--- config.mk ---
export PLATFORM = sky130hd
export DESIGN_NAME = dut_scan_faulty
export DESIGN_NICKNAME = d
export VERILOG_FILES = /design/src/rtl/scan_fault_pkg.sv /design/src/rtl/scan_cell.sv /design/src/rtl/dut_scan_faulty.sv
export SDC_FILE = /design/constraint.sdc
export NUM_CORES = 1
export LEC_CHECK = 0
export CAP_MARGIN = 30
export CORE_AREA = 2 2 39 41
export CTS_BUF_LIST = sky130_fd_sc_hd__clkbuf_4
export CTS_CLUSTER_DIAMETER = 80
export DETAILED_ROUTE_END_ITERATION = 12
export DIE_AREA = 0 0 41 43
export PLACE_DENSITY = 0.53
export SLEW_MARGIN = 20
export SYNTH_ARGS = -nofsm -noshare
export SYNTH_HDL_FRONTEND = slang
export SYNTH_SLANG_ARGS = --single-unit
--- constraint.sdc ---
create_clock -name sclk -period 2.15 [get_ports sclk]
set_input_delay 0.43 -clock sclk [delete_from_list [all_inputs] [get_ports sclk]]
set_output_delay 0.43 -clock sclk [all_outputs]
set_load 0.05 [all_outputs]
--- src/rtl/scan_fault_pkg.sv ---
// Shared definitions for the fault-injectable scan chain: default chain
// length and the stuck-at value encoding.
// Fault injection is compiled in only when SCAN_FAULT_INJECT_EN is defined.
package scan_fault_pkg;

    localparam int DEFAULT_CHAIN_LEN = 8;

    typedef enum logic {
        SA0 = 1'b0,
        SA1 = 1'b1
    } sa_value_e;

    function automatic sa_value_e to_sa(input logic v);
        return v ? SA1 : SA0;
    endfunction

endpackage

--- src/rtl/scan_cell.sv ---
// Single scan cell: async-reset flop with shift/hold and an output force mux
// used to model a stuck-at fault on this cell.
module scan_cell
    import scan_fault_pkg::*;
(
    input  logic      sclk,
    input  logic      rst_n,
    input  logic      se,
    input  logic      d,
    input  logic      force_en,
    input  sa_value_e force_val,
    output logic      eff
);

    logic q;

    // Shift in d when se is high, otherwise hold; reset clears asynchronously
    always_ff @(posedge sclk or negedge rst_n) begin
        if (!rst_n) begin
            q <= 1'b0;
        end else if (se) begin
            q <= d;
        end
    end

    // The flop keeps capturing under a fault; only what it presents is forced
    always_comb begin
        eff = q;
        if (force_en) begin
            eff = logic'(force_val);
        end
    end

endmodule

--- src/rtl/dut_scan_faulty.sv ---
// Scan chain of CHAIN_LEN cells with optional stuck-at fault injection on one
// selectable cell. Define SCAN_FAULT_INJECT_EN to enable injection; without
// it the fault ports are present but ignored and the chain is golden.
module dut_scan_faulty
    import scan_fault_pkg::*;
#(
    parameter int CHAIN_LEN = DEFAULT_CHAIN_LEN,
    parameter int IDX_W     = $clog2(CHAIN_LEN)
) (
    input  logic             sclk,
    input  logic             rst_n,
    input  logic             se,
    input  logic             si,
    output logic             so,
    input  logic             fault_en,
    input  logic [IDX_W-1:0] fault_idx,
    input  logic             fault_sa_value
);

    logic [CHAIN_LEN-1:0] eff;
    logic [CHAIN_LEN-1:0] chain_in;
    logic [CHAIN_LEN-1:0] fault_hit;
    sa_value_e            sa_val;

    // Each cell takes the effective (possibly forced) output of its neighbour
    assign chain_in = {eff[CHAIN_LEN-2:0], si};

`ifdef SCAN_FAULT_INJECT_EN
    // One-hot fault decode; indices beyond the chain never match any cell
    always_comb begin
        fault_hit = '0;
        for (int unsigned i = 0; i < CHAIN_LEN; i++) begin
            if (fault_en && (fault_idx == IDX_W'(i))) begin
                fault_hit[i] = 1'b1;
            end
        end
    end

    assign sa_val = to_sa(fault_sa_value);
`else
    logic unused_fault;

    assign fault_hit    = '0;
    assign sa_val       = SA0;
    assign unused_fault = ^{fault_en, fault_idx, fault_sa_value};
`endif

    for (genvar g = 0; g < CHAIN_LEN; g++) begin : g_cell
        scan_cell u_cell (
            .sclk      (sclk),
            .rst_n     (rst_n),
            .se        (se),
            .d         (chain_in[g]),
            .force_en  (fault_hit[g]),
            .force_val (sa_val),
            .eff       (eff[g])
        );
    end

    assign so = eff[CHAIN_LEN-1];

endmodule

-- Word level (Yosys, flattened, before mapping)
Index checks and enable logic that the tools add are counted.
- bits in registers: 8
- input port bits: 9

-- Logic depth before layout (Yosys ltp)
- depth after elaboration: 0
- mapped depth: 2
- mapped depth without buffers: 1

-- Hierarchy
A second synthesis with hierarchy kept.
- cell total of the unflattened synthesis: 25
- area total of the unflattened synthesis: 414.1 sq um
- by module, submodules not included (module ; times used ; cells an instance ; area an instance (sq um)):
    scan_cell ; 8 ; 3 ; 51.3
    dut_scan_faulty ; 1 ; 1 ; 3.8

-- Worst setup path before layout
OpenSTA, ideal clock, no wires.
- kind: reg2out
- start point: reg g_cell[7].u_cell.q
- end point: out so
- arrival: 0.600 ns
- required time: 1.720 ns
- setup slack: 1.120 ns
- stages on the path, launching flop included: 1
- path buffers: 0
- path through: dfrtp_1
- RTL lines (element ; RTL line ; source):
    start, declared ; scan_cell.sv:15 ; logic q;
    start signal, assigned ; scan_cell.sv:20 ; q <= 1'b0;
    start signal, assigned ; scan_cell.sv:22 ; q <= d;
    end, declared ; dut_scan_faulty.sv:14 ; output logic so,
No word-level cell between the ends.

-- Final worst setup path
- start point: reg g_cell[7].u_cell.q
- end point: out so
No word-level cell between the ends.

==> flow_summary.json <==
{
  "leakagePower_nw": 0.190,
  "insertion_delay_ns": 0.24,
  "regMostFlops": "g_cell.u_cell.q",
  "slew_violations": 0,
  "critPathRequiredTime_ns": 1.72,
  "reg2reg_from": "g_cell[1].u_cell.q",
  "via_per_inst": 4.03,
  "initial_core_util": 0.240,
  "path_cells": "clkdlybuf4s50_1",
  "io_buffers": 4,
  "routedWlPerCell_um": 10.5,
  "timing.rr.end": "g_cell[1].u_cell.q",
  "final_hold_viol_count": 0,
  "antenna_found_initial": 0,
  "ctsResizeCount": 0,
  "core_area_um2": 1380,
  "crit_start": "g_cell[7].u_cell.q",
  "reg2reg_depth": 1,
  "dp_slack_ns": 0.462,
  "cp_top_family": "buffers and inverters",
  "cts_buffers": 3,
  "yosys_warnings": 0,
  "ctsHoldBuffers": 0,
  "power_uw": 442,
  "vias": 157,
  "cp-start-kind": "flip-flop",
  "crit_buf_inv": 1,
  "dieArea_um2": 1760,
  "synth-seq-cells": 8,
  "clockRootBuffer": "clkbuf_4",
  "tightest_slew_ns": 0.513,
  "crit_slowest_cell": "clkdlybuf4s50_1",
  "critPathCaptureType": "output pin",
  "grt_usage": 0.0740,
  "mostFrequentLayoutCells": "mux2_4, dfrtp_1, clkdlybuf4s50_1, clkbuf_4",
  "drc": 0,
  "worstSetupPathType": "reg2out",
  "irDropWorstVdd_mv": 0.355,
  "drt_iter0_markers": 0,
  "clockBufferDepth": 2,
  "postCtsSetupBuffers": 0,
  "slowest_delay_ns": 0.80,
  "reg2reg_slack_ns": 1.39,
  "cts_num_sinks": 8,
  "fin_tns_setup_ns": 0,
  "power_density_nw_per_um2": 1100,
  "ant_nets": 0,
  "htreeDepth": 1,
  "post-route-min-period_ns": 1.81,
  "gp_congestion": 0.597,
  "dr.pass1.iters": 1,
  "fillers": 132,
  "rsz0062_at_grt": "no",
  "path_clk_slew_ns": 0.05,
  "setup_slack_ns": 0.339,
  "syn_nets": 26,
  "die_h_um": 43,
  "grt_overflow_total": 0,
  "dieWidth_um": 41,
  "avgSynthCellArea_um2": 19.5,
  "critPathMaxFanout": 2,
  "fin_nets": 34,
  "yosysSeqAreaShare": 0.604,
  "status": "finished, final reports clean",
  "cts_tree": "built",
  "routed_wl_um": 411,
  "grt_pass1_vias": 170,
  "setup_viol": 0,
  "max_slew_margin": 0.657,
  "timing.critical_path.arrival_ns": 1.38,
  "area_growth_pct": 21.5,
  "largest_reg_flops": 8,
  "skew_ns": 0.000873,
  "grt_max_degree": 9,
  "cap_viol_max_count": 0,
  "synth_area_um2": 332,
  "grt_pass1_wl_um": 745,
  "hold_path.class": "in2async",
  "fmax_mhz": 552,
  "syn_inst": 17,
  "synth_cell_types": 3,
  "std_cell_rows": 14,
  "boundaryPins": 10,
  "period_share": 0.842,
  "reg_top3": "g_cell.u_cell.q x8",
  "drive_gt1_frac": 0.478,
  "antenna_cells": 0
}
synthesized netlist by cell type:
cell type | n | share of area
dfrtp_1 | 8 | 0.60
mux2_4 | 8 | 0.36
buf_6 | 1 | 0.034
through the flow:
step	util	hold slack, ns	cells	cell area (µm²)
final	0.291	0.460	39	403
after detailed placement	0.275	0.495	36	380
after CTS	0.291	0.470	39	403
after global placement	0.275	0.495	36	380
after floorplan	-	0.134	17	332
after global routing	0.291	0.469	39	403
per-layer routing:
metal	global-route usage	routed length, µm
met2	0.0656	161
met4	0.0800	10
met3	0.0628	33
met5	0	0
met1	0.0927	206
kinds of logic after synthesis:
group,Yosys count,synth area share
DFF,8,0.604
muxes,8,0.362
buffers and inverters,1,0.0340
report_power, final:
part | internal (mW) | switching [mW]
clock | 0.0635 | 0.0451
sequential | 0.191 | 0.0215
combinational | 0.0726 | 0.0482
total | 0.327 | 0.115
worst max path at each step:
stage | to | depth (start not counted)
floorplan | so | 0
global placement | g_cell[2].u_cell.q | 2
detailed placement | g_cell[1].u_cell.q | 2
CTS | so | 1
global route | so | 1
finish | so | 1
final cells by class:
| type | count | area (µm²) | share of cell area |
|---|---|---|---|
| tap | 16 | 20.0 | 0.0497 |
| sequential | 8 | 200 | 0.497 |
| timing repair buffer | 4 | 40.0 | 0.0994 |
| multi-input combinational | 8 | 120 | 0.298 |
| clock buffer | 3 | 22.5 | 0.0559 |
(Power assumes the default switching activity.)
